$ cat config.mk
export PLATFORM = sky130hd
export DESIGN_NAME = m_div_unit
export DESIGN_NICKNAME = d
export VERILOG_FILES = /design/src/rtl/m_div_unit_pkg.sv /design/src/rtl/m_div_unit_div_sign_fix.sv /design/src/rtl/m_div_unit.sv
export SDC_FILE = /design/constraint.sdc
export NUM_CORES = 1
export LEC_CHECK = 0
export BUFFER_PORTS_ARGS = -buffer_cell sky130_fd_sc_hd__buf_2
export CAP_MARGIN = 20
export CORE_ASPECT_RATIO = 1.2
export CORE_MARGIN = 2
export CORE_UTILIZATION = 50
export DETAILED_ROUTE_END_ITERATION = 7
export GPL_TIMING_DRIVEN = 0
export PLACE_DENSITY = 0.71
export SLEW_MARGIN = 20
export SYNTH_ARGS = -nofsm -noshare
export SYNTH_HDL_FRONTEND = slang
export SYNTH_SLANG_ARGS = --single-unit
export TNS_END_PERCENT = 10
$ cat constraint.sdc
create_clock -name clk -period 3.1 [get_ports clk]
set_input_delay 0.62 -clock clk [delete_from_list [all_inputs] [get_ports clk]]
set_output_delay 0.62 -clock clk [all_outputs]
set_load 0.005 [all_outputs]
$ cat src/rtl/m_div_unit_pkg.sv
// Shared definitions for the M-extension divider: ALU operation codes,
// funct3 codes, FSM state encodings and small decode helpers.
package m_div_unit_pkg;

  localparam int XLEN = 32;

  // ALU control operation codes accepted by the divider
  localparam logic [4:0] ALU_DIV  = 5'd16;
  localparam logic [4:0] ALU_DIVU = 5'd17;
  localparam logic [4:0] ALU_REM  = 5'd18;
  localparam logic [4:0] ALU_REMU = 5'd19;

  // funct3 encodings of the RV32M divide instructions
  localparam logic [2:0] F3_DIV  = 3'b100;
  localparam logic [2:0] F3_DIVU = 3'b101;
  localparam logic [2:0] F3_REM  = 3'b110;
  localparam logic [2:0] F3_REMU = 3'b111;

  // Number of restoring iterations; the counter reaching this value means
  // the quotient is complete and the sign fixup cycle is running.
  localparam logic [5:0] M_DIV_ITERS = 6'd32;

  typedef enum logic [1:0] {
    M_DIV_IDLE = 2'd0,
    M_DIV_CALC = 2'd1,
    M_DIV_DONE = 2'd2
  } m_div_state_t;

  function automatic logic is_div_code(input logic [4:0] code);
    return (code == ALU_DIV) || (code == ALU_DIVU) ||
           (code == ALU_REM) || (code == ALU_REMU);
  endfunction

  function automatic logic is_signed_code(input logic [4:0] code);
    return (code == ALU_DIV) || (code == ALU_REM);
  endfunction

  function automatic logic is_rem_code(input logic [4:0] code);
    return (code == ALU_REM) || (code == ALU_REMU);
  endfunction

endpackage

$ cat src/rtl/m_div_unit_div_sign_fix.sv
// Two's complement conditional negate: produces |x| from a signed operand
// and restores the sign of an unsigned quotient/remainder.
module div_sign_fix
  import m_div_unit_pkg::*;
(
  input  logic [XLEN-1:0] value,
  input  logic            negate,
  output logic [XLEN-1:0] fixed
);

  assign fixed = negate ? (~value + 32'd1) : value;

endmodule

$ cat src/rtl/m_div_unit.sv
// Iterative radix-2 restoring divider for DIV/DIVU/REM/REMU.
// One quotient bit per CALC cycle, then a sign fixup cycle into DONE.
// Divide-by-zero and signed overflow skip the iterations entirely.
module m_div_unit
  import m_div_unit_pkg::*;
(
  input  logic            clk,
  input  logic            rst_n,
  input  logic            start,
  input  logic [4:0]      ALU_selection,
  input  logic [XLEN-1:0] op_a,
  input  logic [XLEN-1:0] op_b,
  input  logic            kill,
  output logic            busy,
  output logic            done,
  output logic [XLEN-1:0] result
);

  m_div_state_t    state_reg, state_next;
  logic [5:0]      cnt_reg;
  logic [XLEN-1:0] divisor_reg;
  logic [XLEN-1:0] quo_reg;
  logic [XLEN-1:0] rem_reg;
  logic            is_rem_reg, neg_q_reg, neg_r_reg, div_zero_reg, ovf_reg;
  logic [XLEN-1:0] result_reg;

  logic            in_signed, accept, special, last_iter;
  logic [XLEN-1:0] abs_a, abs_b, q_fixed, r_fixed, final_result;
  logic [XLEN:0]   shifted;
  logic            fits;
  logic [XLEN-1:0] rem_next;

  assign in_signed = is_signed_code(ALU_selection);
  assign accept    = (state_reg == M_DIV_IDLE) && start && !kill &&
                     is_div_code(ALU_selection);
  assign special   = div_zero_reg || ovf_reg;
  assign last_iter = (cnt_reg == M_DIV_ITERS);

  div_sign_fix u_abs_a (.value(op_a),           .negate(in_signed && op_a[31]), .fixed(abs_a));
  div_sign_fix u_abs_b (.value(op_b),           .negate(in_signed && op_b[31]), .fixed(abs_b));
  div_sign_fix u_fix_q (.value(quo_reg),        .negate(neg_q_reg),             .fixed(q_fixed));
  div_sign_fix u_fix_r (.value(rem_reg),        .negate(neg_r_reg),             .fixed(r_fixed));

  // 33-bit partial remainder: previous remainder shifted left with the next
  // dividend bit; it is only ever below 2*divisor so it never overflows.
  assign shifted  = {rem_reg, quo_reg[31]};
  assign fits     = (shifted >= {1'b0, divisor_reg});
  assign rem_next = fits ? 32'(shifted - {1'b0, divisor_reg}) : shifted[31:0];

  // Pick the architectural result, including the two short-circuit cases.
  // For divide-by-zero rem_reg holds |op_a|, so r_fixed restores op_a exactly.
  always_comb begin
    final_result = is_rem_reg ? r_fixed : q_fixed;
    if (div_zero_reg) begin
      final_result = is_rem_reg ? r_fixed : 32'hFFFF_FFFF;
    end else if (ovf_reg) begin
      final_result = is_rem_reg ? 32'h0000_0000 : 32'h8000_0000;
    end
  end

  // State register.
  always_ff @(posedge clk or negedge rst_n) begin
    if (!rst_n) state_reg <= M_DIV_IDLE;
    else        state_reg <= state_next;
  end

  // Next-state logic; kill wins over everything once an op is in flight.
  always_comb begin
    state_next = state_reg;
    case (state_reg)
      M_DIV_IDLE: if (accept) state_next = M_DIV_CALC;
      M_DIV_CALC: begin
        if (kill)                                  state_next = M_DIV_IDLE;
        else if ((special && cnt_reg == 6'd0) || last_iter) state_next = M_DIV_DONE;
      end
      M_DIV_DONE: state_next = M_DIV_IDLE;
      default:    state_next = M_DIV_IDLE;
    endcase
  end

  // Operand latch, restoring iteration and result capture.
  always_ff @(posedge clk or negedge rst_n) begin
    if (!rst_n) begin
      cnt_reg      <= 6'd0;
      divisor_reg  <= '0;
      quo_reg      <= '0;
      rem_reg      <= '0;
      is_rem_reg   <= 1'b0;
      neg_q_reg    <= 1'b0;
      neg_r_reg    <= 1'b0;
      div_zero_reg <= 1'b0;
      ovf_reg      <= 1'b0;
      result_reg   <= '0;
    end else if (accept) begin
      cnt_reg      <= 6'd0;
      divisor_reg  <= abs_b;
      quo_reg      <= abs_a;
      rem_reg      <= (op_b == '0) ? abs_a : '0;
      is_rem_reg   <= is_rem_code(ALU_selection);
      neg_q_reg    <= in_signed && (op_a[31] ^ op_b[31]);
      neg_r_reg    <= in_signed && op_a[31];
      div_zero_reg <= (op_b == '0);
      ovf_reg      <= in_signed && (op_a == 32'h8000_0000) && (op_b == 32'hFFFF_FFFF);
    end else if (state_reg == M_DIV_CALC && !kill) begin
      if ((special && cnt_reg == 6'd0) || last_iter) begin
        result_reg <= final_result;
      end else begin
        rem_reg <= rem_next;
        quo_reg <= {quo_reg[30:0], fits};
        cnt_reg <= cnt_reg + 6'd1;
      end
    end
  end

  assign busy   = (state_reg != M_DIV_IDLE);
  assign done   = (state_reg == M_DIV_DONE);
  assign result = result_reg;

endmodule

==> results summary <==
The post-synthesis cell type with the largest combined area is dfrtp_1. Together, buffers and inverters on the worst path number 1. The count of hold buffers inserted by post-cts repair came out at 0. The maximum clock path buffer count is 2. The signed area change from the synthesized netlist to the final layout is 18.46%. The type of the worst setup path is reg -> reg. The initialized floorplan defines 58 standard-cell rows. The register bit total from synthesis came out at between 100 and 150. The floorplan step set the die height to between 150 and 200 microns. The register area came out at 0.003545 sq mm. The final-layout fill cell count came out at 1,931. The worst hold-check path type is in -> async. The final hold slack came out at between 0.15 and 0.2 ns.

Entering global routing, the biggest net connects 75 pins. The leakage power is 5.205 nW. Counting stages on the worst path, the most repeated cell is o21ai_0. For the pin with the worst max-slew slack, the measured transition is roughly 0.76 ns. The number of enable-type register cells in the synthesized netlist is 0. The signal on the critical path passes through inv_1 > ha_1 > or4b_4 > nor4b_4 > nand3_2 > or4_4 > o31ai_2 > xor2_1 > a21oi_1 > o21ai_0 > o21ai_0.

The count of vias placed by the detailed router is roughly 11,000. The fraction of registers with async set or reset after synthesis is 100.0%. The count of nets after finishing is 1,597. The met1 wire length came out at between 10,000 and 15,000 microns. The hold violation count in the final report is 0. The synthesized netlist devotes between 10% and 20% of its cell area to XOR and XNOR gates.

The number of clock sinks is roughly 140. The final reports fail on setup timing. The number of diodes added for antenna fixing came out at 0. In the routed design, unresolved DRC markers number 0. The total instance count after detailed placement came out at 1,726. The final number of max-transition violations is 0. The die width is 137.5 microns. The cell area that synthesis handed to floorplanning was 0.01069 sq mm. Global routing used around a third of the available tracks. The clock edge transition at the registers on the reported setup and hold paths is approximately 0.070 ns.

The uppermost metal layer occupied by signal nets is met4. The peak supply drop is roughly 0.00048 V. Sorting the synthesized cells by area gives the leading types as dfrtp_1 (33%), o21ai_0 (8.6%), xor2_1 (6.6%). The portion of the post-synthesis area used by sequential elements came out at approximately 33%. Of the total synthesized cell area, the portion taken by AND, OR, NAND and NOR gates is between 15 and 20%. After detailed routing, the number of vias per cell comes to 6.130. The maximum net fanout on the critical path is 4.

The multiplexer fraction of the synthesized cell area came out at less than 1%. The via count of the first global-routing pass is 10,330. The post-detailed-route wirelength per cell is 20.30 microns. The number of warnings issued by yosys is 0. The run finished, with violations left. Excluding fillers, the count of instances in the completed layout stands at around 1,800.

The adder-cell share of the synthesized area is ~4.8%. The final weighted congestion in routability-driven placement is ~0.96. The number of top-level pins is around 110.

By area, the combinational part of the netlist is dominated by compound AO/OA/AOI/OAI gates. On the worst path, the slowest cell contributes a delay of between 0.5 and 0.6 ns. The total CTS buffers came out at 17. The pre-CTS setup slack is -0.8221 ns.

The maximum level of the CTS H-tree is 4. In the post-synthesis netlist, the cell with the most instances is o21ai_0. For the worst setup path, the data arrival time is ~3.5 ns. The distinct cell type count of the synthesized netlist is 67.

The count of input and output buffers came out at about 110. The worst path uses 100.9% of the clock period. The synthesized area per cell came out at between 7 and 8 sq um.

By count the netlist is led by o21ai_0 (184), nand2_1 (167), dfrtp_1 (141). The number of setup violations in the final report came out at 2. The length of routed met2 wiring is ~18,000 microns. Setup repair after global routing could not meet its margin everywhere. The worst slew margin relative to its limit is 49.28%. The share of layout cells above drive strength 1 is 16.03%. The HPWL after detailed placement came out at 28,190 microns. The area share of the largest cell type after synthesis is 33.01%. For this configuration, the core starts out at a cell density of approximately 51%. The count of nets left with antenna violations after detail routing came out at 0.

The global-route wire length before repair is approximately 55,000 microns. Counting every instance in the synthesized netlist gives approximately 1,300. The number of antenna violations at the first check in global routing came out at 0. The synthesized netlist devotes 27.16% of its cell area to compound gates.

The worst path required time came out at between 3 and 4 ns. The leftover overflow at the end of global routing came out at 0. In the post-route analysis, the smallest setup slack over all paths is -0.02677 ns.

The first routing iteration left 797 violations. The later pin in the worst-skew pair is clocked with a latency of 0.43 ns. The core utilization of the finished layout came out at 60.37%. In this run the power density over the cells is between 800 and 900 mW/mm^2.

For this run, the leading register cell type out of synthesis is dfrtp_1. The overall routed net length is ~36,000 microns. The total die area came out at 0.02257 sq mm. The placeable core region came out at 0.02097 sq mm. The tool flagged a number of max-cap violations equal to 0. The synthesized net count is about 1,500. In this design, the largest share of critical-path delay is due to simple AND/OR/NAND/NOR gates. The TritonCTS clock tree is done. The kind of start point of the critical path is a register.

The post-route clock skew is slightly below 0.009 ns. The amount of wire on met3 after detailed routing is between 2000 and 2500 microns. The achievable clock frequency came out at 0.3198 GHz. The number of iterations in the first detailed-routing pass came out at 6.

The cell sitting at the root of the clock tree is a clkbuf_16. The post-layout minimum cycle time came out at 3.127 ns. STA classifies the critical path endpoint as a register.

The area occupied by multi-input gates is about 0.007 sq mm. For this design, the slowest cell found on the critical path is or4_4.
-- repair_timing --
item / 4_1_cts / 5_1_grt
resized for setup: 40 / 51
pin swaps: 8 / 7
setup buffers: 8 / 5
setup endpoints to repair: 38 / 59
-- power by group --
group          total [mW]  internal, mW  switching [mW]
clock network        2.05          1.13           0.918
logic                6.28          2.67            3.61
registers            3.05          2.28           0.764
-- worst paths after layout --
check / startpoint / end / slack [ns] / cells after the start
worst max-delay path: quo_reg[0] / result[28] / -0.03 / 11
worst min-delay path: rst_n / divisor_reg[25] / 0.15 / 1
worst max register to register: quo_reg[0] / result[28] / -0.03 / 11
worst min register to register: divisor_reg[11] / divisor_reg[11] / 0.48 / 2
max in group asynchronous: rst_n / quo_reg[17] / 2.20 / 2
min in group clk: ALU_selection[1] / is_rem_reg / 0.41 / 3
-- cells by family after synthesis --
logic type               after synthesis
AND/OR/NAND/NOR                      402
multiplexers                           3
XOR/XNOR                             148
AO/OA/AOI/OAI                        482
buffers and inverters                133
adder cells (fa/ha/maj)               40
flip-flops                           141
-- cells in the final DEF (no fill, tap or decap), types with 5 or more instances in the layout --
cell type and count:
a211oi_1 6, a21o_1 9, a21oi_1 111, a22oi_1 29, a31oi_1 12, and3_1 5, buf_1 8, buf_2 107
buf_4 17, clkbuf_1 51, clkbuf_16 17, clkbuf_2 5, clkinvlp_4 5, dfrtp_1 128, dfrtp_2 13, ha_1 23
ha_4 15, inv_1 57, inv_6 6, nand2_1 166, nand2b_1 9, nand3_1 20, nand4_1 17, nor2_1 82
nor2b_1 7, nor3_1 28, nor4_1 6, o21a_1 7, o21ai_0 181, o21bai_1 8, o221ai_1 5, o22ai_1 26
o31ai_1 33, o41ai_1 10, o41ai_2 5, or3_1 16, or4_1 11, or4_4 5, xnor2_1 68, xor2_1 80
-- stage by stage --
| step | setup TNS [ns] | instance area [sq um] | power, mW |
|---|---|---|---|
| finish | -0.02680 | 12660 | 11.38 |
| global placement | -107.73 | 11560 | 8.308 |
| CTS | -0.2167 | 12430 | 10.89 |
| detailed placement | -28.31 | 11590 | 8.371 |
| global route | -0.4824 | 12660 | 12.10 |
| floorplan | 0 | 10690 | 6.827 |
-- cell type report --
type	instances	area share [%]
clock inverters	15	1.196
repair buffers	120	5.257
plain buffers	71	2.372
flip-flops and latches	141	27.99
well taps	270	2.668
multi-input cells	1075	55.43
inverters	58	1.719
clock buffers	17	3.360
-- layer usage --
| layer | track usage, % | vias to the layer above |
|---|---|---|
| met5 | 0 | - |
| met4 | 18.28 | 0 |
| met3 | 5.710 | 127 |
| met2 | 54.91 | 496 |
| met1 | 37.19 | 5065 |
| li1 | - | 5143 |
(Power assumes the default switching activity.)
